--- src/rtl/shift_seq_pkg.sv ---
`default_nettype none
// +----------------------------------------------------------------------+
// | shift_seq_pkg : op and state encodings shared by shift_seq blocks    |
// | Rev 1.0                                                              |
// +----------------------------------------------------------------------+
package shift_seq_pkg;

   localparam logic [1:0] OP_SHL = 2'b00;
   localparam logic [1:0] OP_SHR = 2'b01;
   localparam logic [1:0] OP_SAR = 2'b10;
   localparam logic [1:0] OP_ROR = 2'b11;

   typedef enum logic [1:0] {
      ST_IDLE  = 2'd0,
      ST_SHIFT = 2'd1,
      ST_DONE  = 2'd2
   } state_e;

endpackage
`default_nettype wire

--- src/rtl/shift_step.sv ---
`default_nettype none
// +----------------------------------------------------------------------+
// | shift_step : combinational one-bit shift selected by op              |
// | Rotate support only when SHIFT_SEQ_ROTATE_EN is defined.  Rev 1.0    |
// +----------------------------------------------------------------------+
module shift_step
   import shift_seq_pkg::*;
#(
   parameter int WIDTH = 16
) (
   input  logic [WIDTH-1:0] data_i,
   input  logic [1:0]       op_i,
   output logic [WIDTH-1:0] data_o
);

   always_comb begin
      data_o = data_i;
      case (op_i)
         OP_SHL: data_o = {data_i[WIDTH-2:0], 1'b0};
         OP_SHR: data_o = {1'b0, data_i[WIDTH-1:1]};
         OP_SAR: data_o = {data_i[WIDTH-1], data_i[WIDTH-1:1]};
`ifdef SHIFT_SEQ_ROTATE_EN
         OP_ROR: data_o = {data_i[0], data_i[WIDTH-1:1]};
`endif
         default: data_o = data_i;
      endcase
   end

endmodule
`default_nettype wire

--- src/rtl/shift_seq.sv ---
`default_nettype none
// +----------------------------------------------------------------------+
// | shift_seq : iterative one-bit-per-clock shifter with valid/ready I/O |
// | Op 11 rotates when SHIFT_SEQ_ROTATE_EN is defined. Rev 1.0           |
// +----------------------------------------------------------------------+
module shift_seq
   import shift_seq_pkg::*;
#(
   parameter int WIDTH = 16,
   parameter int AMT_W = 4
) (
   input  logic             clk,
   input  logic             rst,
   input  logic             in_valid,
   output logic             in_ready,
   input  logic [WIDTH-1:0] in_data,
   input  logic [1:0]       in_op,
   input  logic [AMT_W-1:0] in_amt,
   output logic             out_valid,
   input  logic             out_ready,
   output logic [WIDTH-1:0] out_data,
   output logic             busy
);

   state_e           state_q, state_d;
   logic [WIDTH-1:0] work_q, work_d;
   logic [WIDTH-1:0] out_data_q, out_data_d;
   logic [AMT_W-1:0] count_q, count_d;
   logic [1:0]       op_q, op_d;
   logic [WIDTH-1:0] w_step;

   shift_step #(.WIDTH(WIDTH)) u_step (
      .data_i (work_q),
      .op_i   (op_q),
      .data_o (w_step)
   );

   always_comb begin
      state_d    = state_q;
      work_d     = work_q;
      out_data_d = out_data_q;
      count_d    = count_q;
      op_d       = op_q;
      case (state_q)
         ST_IDLE: begin
            if (in_valid) begin
               work_d = in_data;
               op_d   = in_op;
`ifdef SHIFT_SEQ_ROTATE_EN
               count_d = in_amt;
`else
               // Without rotate support op 11 is a zero-latency pass-through.
               count_d = (in_op == OP_ROR) ? '0 : in_amt;
`endif
               if (count_d == '0) begin
                  state_d    = ST_DONE;
                  out_data_d = in_data;
               end else begin
                  state_d = ST_SHIFT;
               end
            end
         end
         ST_SHIFT: begin
            work_d  = w_step;
            count_d = count_q - AMT_W'(1);
            if (count_q == AMT_W'(1)) begin
               state_d    = ST_DONE;
               out_data_d = w_step;
            end
         end
         ST_DONE: begin
            if (out_ready) begin
               state_d = ST_IDLE;
            end
         end
         default: state_d = ST_IDLE;
      endcase
   end

   always_ff @(posedge clk or negedge rst) begin
      if (!rst) begin
         state_q    <= ST_IDLE;
         work_q     <= '0;
         out_data_q <= '0;
         count_q    <= '0;
         op_q       <= OP_SHL;
      end else begin
         state_q    <= state_d;
         work_q     <= work_d;
         out_data_q <= out_data_d;
         count_q    <= count_d;
         op_q       <= op_d;
      end
   end

   assign in_ready  = (state_q == ST_IDLE);
   assign out_valid = (state_q == ST_DONE);
   assign busy      = (state_q != ST_IDLE);
   assign out_data  = out_data_q;

endmodule
`default_nettype wire

--- config.mk ---
export PLATFORM = sky130hd
export DESIGN_NAME = shift_seq
export DESIGN_NICKNAME = d
export VERILOG_FILES = /design/src/rtl/shift_seq_pkg.sv /design/src/rtl/shift_step.sv /design/src/rtl/shift_seq.sv
export SDC_FILE = /design/constraint.sdc
export NUM_CORES = 1
export LEC_CHECK = 0
export ABC_AREA = 1
export CORE_AREA = 2 2 83 85
export CTS_CLUSTER_SIZE = 20
export DETAILED_ROUTE_END_ITERATION = 8
export DIE_AREA = 0 0 85 87
export DONT_BUFFER_PORTS = 1
export GPL_ROUTABILITY_DRIVEN = 0
export GPL_TIMING_DRIVEN = 0
export PLACE_DENSITY = 0.5
export RECOVER_POWER = 50
export SYNTH_ARGS = -nofsm -noshare
export SYNTH_HDL_FRONTEND = slang
export SYNTH_HIERARCHICAL = 1
export SYNTH_SLANG_ARGS = --single-unit
export TNS_END_PERCENT = 100
--- constraint.sdc ---
create_clock -name clk -period 2 [get_ports clk]
set_input_delay 0.4 -clock clk [delete_from_list [all_inputs] [get_ports clk]]
set_output_delay 0.4 -clock clk [all_outputs]
set_load 0.02 [all_outputs]
==> flow_summary.yaml, run 1 <==
outcome:
  status: "complete, no violations"
logic_synthesis:
  synth_nets: 347
  yosysSeqAreaShare_pct: 44.97
  synth_area_sq_um: 2226
  ys_warn_count: 6
  synth.avg_cell_area_sq_um: 6.978
  synth_cell_type_count: 21
  ys_seq_elements: 40
  syn_inst: 319
grt:
  grt_pass1_wl_um: 9908
  antenna_found_initial: 0
  grt_pass1_vias: 1967
  grt_max_degree: 41
  overflow: 0
  grt_usage_pct: 17.08
clock_network:
  root_buffer: "clkbuf_8"
  path_clk_slew_ns: 0.08
  cts_buffers: 5
  worstSkewPairLatency_ns: 0.29
  cts_tree: "done"
  clockBufferDepth: 2
  htreeDepth: 2
  clock_sinks: 40
worst_hold_path:
  hp-class: "in -> reg"
  hold_depth: 1
  min_from: "out_ready"
  hold-path-endpoint: "state_q[1]"
timing:
  worst_pin_slew_ns: 1.019
  hold_violations: 0
  setup_viol: 0
  skew_ns: 0.005338
  max_slew_margin_pct: 32.08
  fmax_mhz: 569.4
  fin_crit_sh_pct: 87.82
  period_needed_ns: 1.756
  slew_violations: 0
  rsz0062_at_grt: "no"
  setup_tns_ns: 0
drt:
  vias: 1981
  drt_iter0_drc: 120
  avgViaCountPerCell: 4.844
  drt.antenna.violating_nets: 0
  routed_wirelength_um: 5718
  route.detailed.drc: 0
  first_pass_iters: 4
  avgRoutedWirePerCell_um: 13.98
critical_path:
  critPathLaunch: "state_q[0]"
  cp.required_ns: 1.60
  cpMaxStageDelayCell: "dfrtp_1"
  rrSetupSlack_ns: 0.43
  worstPathCellList: "nor2_1 > inv_1"
  reg2reg_depth: 8
  arrival_ns: 1.36
  r2r_end: "out_data[6]"
  worstSetupPathType: "reg -> out"
  path_max_fanout: 5
  cp-start-kind: "register"
  setup.worst_path.end_class: "primary output"
  r2r_start: "op_q[1]"
  slowest_delay_ns: 0.44
layout:
  fill_cells: 728
  drive_above_1_share_pct: 9.726
  stdcell_area_sq_um: 2434
  diodes: 0
  nets: 356
  fin_util_pct: 37.05
  area_growth_pct: 9.331
placement:
  portBuffers: 0
  dp_hpwl_um: 4128
  post_dp_cell_area_sq_um: 2326
pwr:
  peakVddDrop_uv: 535.8
  p_leak_nw: 1.308
  power_mw: 4.515
  power_density_nw_per_um2: 1855
floorplan:
  die_w_um: 85
  io_pins: 45
  core_region_area_sq_um: 6569
  initial_core_util_pct: 33.89
  die_h_um: 87
  row_count: 30
  die_area_sq_um: 7395
run:
  maxCapViolCount: 0
-- timing repair --
item                                   4_1_cts  5_1_grt
gates resized for setup                      0        0
buffers inserted                             0        0
endpoints found under the hold margin       40        0
hold buffers                                 2        0
-- routing by layer --
metal | global-route usage, % | vias up | routed length [um]
li1 | - | 1023 | -
met1 | 23.60 | 910 | 2729
met2 | 26.49 | 43 | 2661
met3 | 4.455 | 5 | 262
met4 | 4.762 | 0 | 64
met5 | 0 | - | 0
-- worst max-delay path: cells and delay by family (launching register included) --
family / cells / cell delay [ns]
AND/OR/NAND/NOR: 1 / 0.41
flip-flops: 1 / 0.44
buffers and inverters: 1 / 0.22
-- state kept, by name, summed over array words and instances, names as in the netlist --
signal    flops
state_q       2
op_q          2
out_data     16
work_q       16
count_q       4
-- report_power, final --
group	internal, mW	total [mW]	switching [mW]
registers	1.20	1.72	0.520
logic	0.746	2.24	1.49
clock network	0.275	0.560	0.285
-- cells in the mapped netlist --
cell type / count / share of area [%]
buf_4: 2 / 0.67
nor2_2: 1 / 0.28
nor2_4: 1 / 0.51
nor2_1: 5 / 0.84
ha_1: 2 / 1.1
nand3_1: 48 / 11
buf_6: 1 / 0.51
nand2_2: 3 / 0.84
a21oi_1: 1 / 0.22
o21ai_2: 1 / 0.39
nand2_1: 178 / 30
dfrtp_1: 40 / 45
a21oi_4: 1 / 0.73
inv_1: 7 / 1.2
clkbuf_1: 4 / 0.67
nand2_4: 1 / 0.51
mux2_2: 2 / 1.0
xnor2_1: 1 / 0.39
o21ai_0: 10 / 2.2
buf_2: 7 / 1.6
inv_2: 3 / 0.51
-- area by class of cell --
cell class	instances	area [sq um]	area share (%)
Buffer	14	76.32	3.136
Tap cell	80	100.1	4.113
Sequential cell	40	1001	41.13
Timing Repair Buffer	2	15.01	0.6170
Clock inverter	2	10.01	0.4113
Clock buffer	6	82.58	3.393
Inverter	10	37.54	1.542
Multi-Input combinational cell	255	1111	45.66
-- worst max path at each step --
stage	end	slack, ns	cells after the start
after CTS	busy	0.23	2
after global routing	busy	0.13	2
after floorplan	busy	0.61	2
after detailed placement	out_data[7]	0.44	8
after global placement	out_data[6]	0.44	8
final	busy	0.24	2
-- through the flow --
step | hold slack [ns] | instances | setup slack (ns)
6_report | 0.2034 | 409 | 0.2437
3_5_place_dp | 0.1056 | 399 | 0.4367
2_1_floorplan | 0.1044 | 319 | 0.6077
5_1_grt | 0.2038 | 409 | 0.1251
3_3_place_gp | 0.1056 | 399 | 0.4428
4_1_cts | 0.1923 | 409 | 0.2262
-- cells in the final DEF, fill, tap and decap left out, drive strengths merged --
cell type,synthesis,routed
clkinv,0,2
clkbuf,4,11
ha,2,2
dfrtp,40,40
nor2,7,7
dlygate4sd3,0,1
a21oi,2,2
nand3,48,48
o21ai,11,11
mux2,2,2
xnor2,1,1
nand2,182,182
inv,10,10
buf,10,10
-- cell families after synthesis --
| logic type | share of synthesized area (%) |
|---|---|
| AOI/OAI and AO/OA | 3.598 |
| DFF | 44.97 |
| buffers and inverters | 5.115 |
| xor gates and xnor gates | 0.3936 |
| and+or+nand+nor | 43.79 |
| adders and majority gates | 1.124 |
| muxes | 1.012 |
No activity file was read; power rests on OpenSTA's default activity.
==> run 2, diff against run 1 <==
- CAP_MARGIN: not set -> 20
- REMOVE_ABC_BUFFERS: not set -> 1
==> run 2 against run 1 <==
Against the previous run: non-clock buffer count is 12 lower; combinational power fell by 3%; highest routed layer unchanged; maximum frequency is 4.9% lower; setup slack worse by 0.091 ns; die area unchanged.
==> flow_summary.yaml, run 2 (synthesized netlist as in run 1, its figures left out) <==
timing:
  max_slew_margin_pct: 28.10
  rsz0062_at_grt: "no"
  worst_pin_slew_ns: 1.079
  fin_ws_ns: 0.1530
  fin_crit_sh_pct: 92.35
  fmax_mhz: 541.4
  hold_violations: 0
  setup_viol: 0
  period_needed_ns: 1.847
  slew_violations: 0
  skew_ns: 0.01065
floorplan:
  core_region_area_sq_um: 6569
  initial_core_util_pct: 33.89
  die_h_um: 87
  row_count: 30
  die_area_sq_um: 7395
  io_pins: 45
  die_w_um: 85
critical_path:
  setup.worst_path.end_class: "primary output"
  cpMaxStageDelayCell: "dfrtp_1"
  arrival_ns: 1.45
  worstPathCellList: "nor2_1 > inv_1"
  worstSetupPathType: "reg -> out"
  cp.required_ns: 1.60
  slowest_delay_ns: 0.49
  path_max_fanout: 6
  cp-start-kind: "register"
layout:
  drive_above_1_share_pct: 8.464
  diodes: 0
  stdcell_area_sq_um: 2419
  most-common-layout-cells: "nand2_1, nand3_1, dfrtp_1"
  final_common_cell: "nand2_1"
  multi_input_area_sq_um: 1127
  nets: 346
  fin_util_pct: 36.82
  fill_cells: 705
  seq_area_sq_um: 1001
  fin_cells: 399
  area_growth_pct: 8.657
clock_network:
  htreeDepth: 2
  cts_buffers: 5
  root_buffer: "clkbuf_8"
  clock_sinks: 40
  worstSkewPairLatency_ns: 0.30
  cts_tree: "done"
  path_clk_slew_ns: 0.08
  clockBufferDepth: 2
drt:
  drt_iter0_drc: 95
  vias: 2008
  avgRoutedWirePerCell_um: 14.78
  route.detailed.drc: 0
  drt.antenna.violating_nets: 0
  routed_wirelength_um: 5898
  avgViaCountPerCell: 5.033
  first_pass_iters: 4
placement:
  dp_cells: 385
  post_dp_cell_area_sq_um: 2250
  dp_hpwl_um: 3510
  place_ws_ns: -0.4354
  portBuffers: 0
pwr:
  power_frac_clock_pct: 14.8
  switching_share_pct: 50.89
  internal-power_mw: 2.252
  p_leak_nw: 1.275
  power_mw: 4.585
  power_switching_mw: 2.333
  seq_power_share_pct: 37.6
  peakVddDrop_uv: 534.2
  power_frac_comb_pct: 47.6
  power_density_nw_per_um2: 1896
grt:
  antenna_found_initial: 0
  grt_usage_pct: 16.39
  grt_max_degree: 41
  grt_pass1_vias: 1964
  grt_pass1_wl_um: 9487
  overflow: 0
worst_hold_path:
  hp-class: "in -> reg"
run:
  maxCapViolCount: 0
outcome:
  status: "complete, no violations"
==> run 2: worst max-delay path, delay by kind of cell (launching register included) <==
kind | cells | cell delay (ns)
flip-flops | 1 | 0.49
buffers and inverters | 1 | 0.22
AND/OR/NAND/NOR | 1 | 0.44
==> run 2: metal layers <==
layer  up-vias  part of all wire [%]  wire [um]  global-route usage [%]
met5         -                     0          0                       0
met4         0                   2.5        149                   6.494
met3        10                   5.2        304                   4.265
met2        52                    48       2806                   27.91
met1       931                    45       2637                   19.79
li1       1015                     -          -                       -
==> run 2: final cells by class <==
cell class | instances | share of cell area (%)
inverters | 10 | 1.707
repair inverters | 1 | 0.3104
flip-flops and latches | 40 | 41.39
well taps | 80 | 4.139
multi-input cells | 256 | 46.61
repair buffers | 4 | 1.242
clock inverters | 3 | 1.759
clock buffers | 5 | 2.845
==> run 2: power by group through the flow <==
stage / Sequential (mW) / Combinational, mW / Clock, mW
floorplan: 1.64 / 1.63 / 0
global placement: 1.72 / 2.08 / 0
detailed placement: 1.72 / 2.09 / 0
CTS: 1.71 / 2.16 / 0.707
global route: 1.77 / 2.55 / 0.736
finish: 1.72 / 2.18 / 0.680
==> run 2: worst paths after layout <==
| kind | startpoint | endpoint | slack, ns | cells past startpoint |
|---|---|---|---|---|
| worst min-delay path | out_ready | state_q[1] | 0.21 | 1 |
| max in group asynchronous | rst | state_q[1] | 0.50 | 2 |
| worst min register to register | work_q[15] | work_q[15] | 0.53 | 2 |
| worst max register to register | state_q[0] | out_data[6] | 0.23 | 6 |
| worst max-delay path | state_q[0] | busy | 0.15 | 2 |
| min in group asynchronous | rst | work_q[7] | 0.85 | 2 |
==> run 2: what timing repair did <==
item                                   CTS  global route
endpoints found under the hold margin   40             0
setup endpoints to repair               36            35
pin swaps                                1             1
setup buffers                            0             2
gates resized for setup                  4             0
hold buffers                             2             0
gates cloned                             1             1
==> run 2: stage by stage <==
stage | TNS (ns) | hold WS, ns
3_5_place_dp | -8.116 | 0.1053
2_1_floorplan | 0 | 0.1044
4_1_cts | 0 | 0.2013
6_report | 0 | 0.2101
5_1_grt | 0 | 0.1979
3_3_place_gp | -7.578 | 0.1053
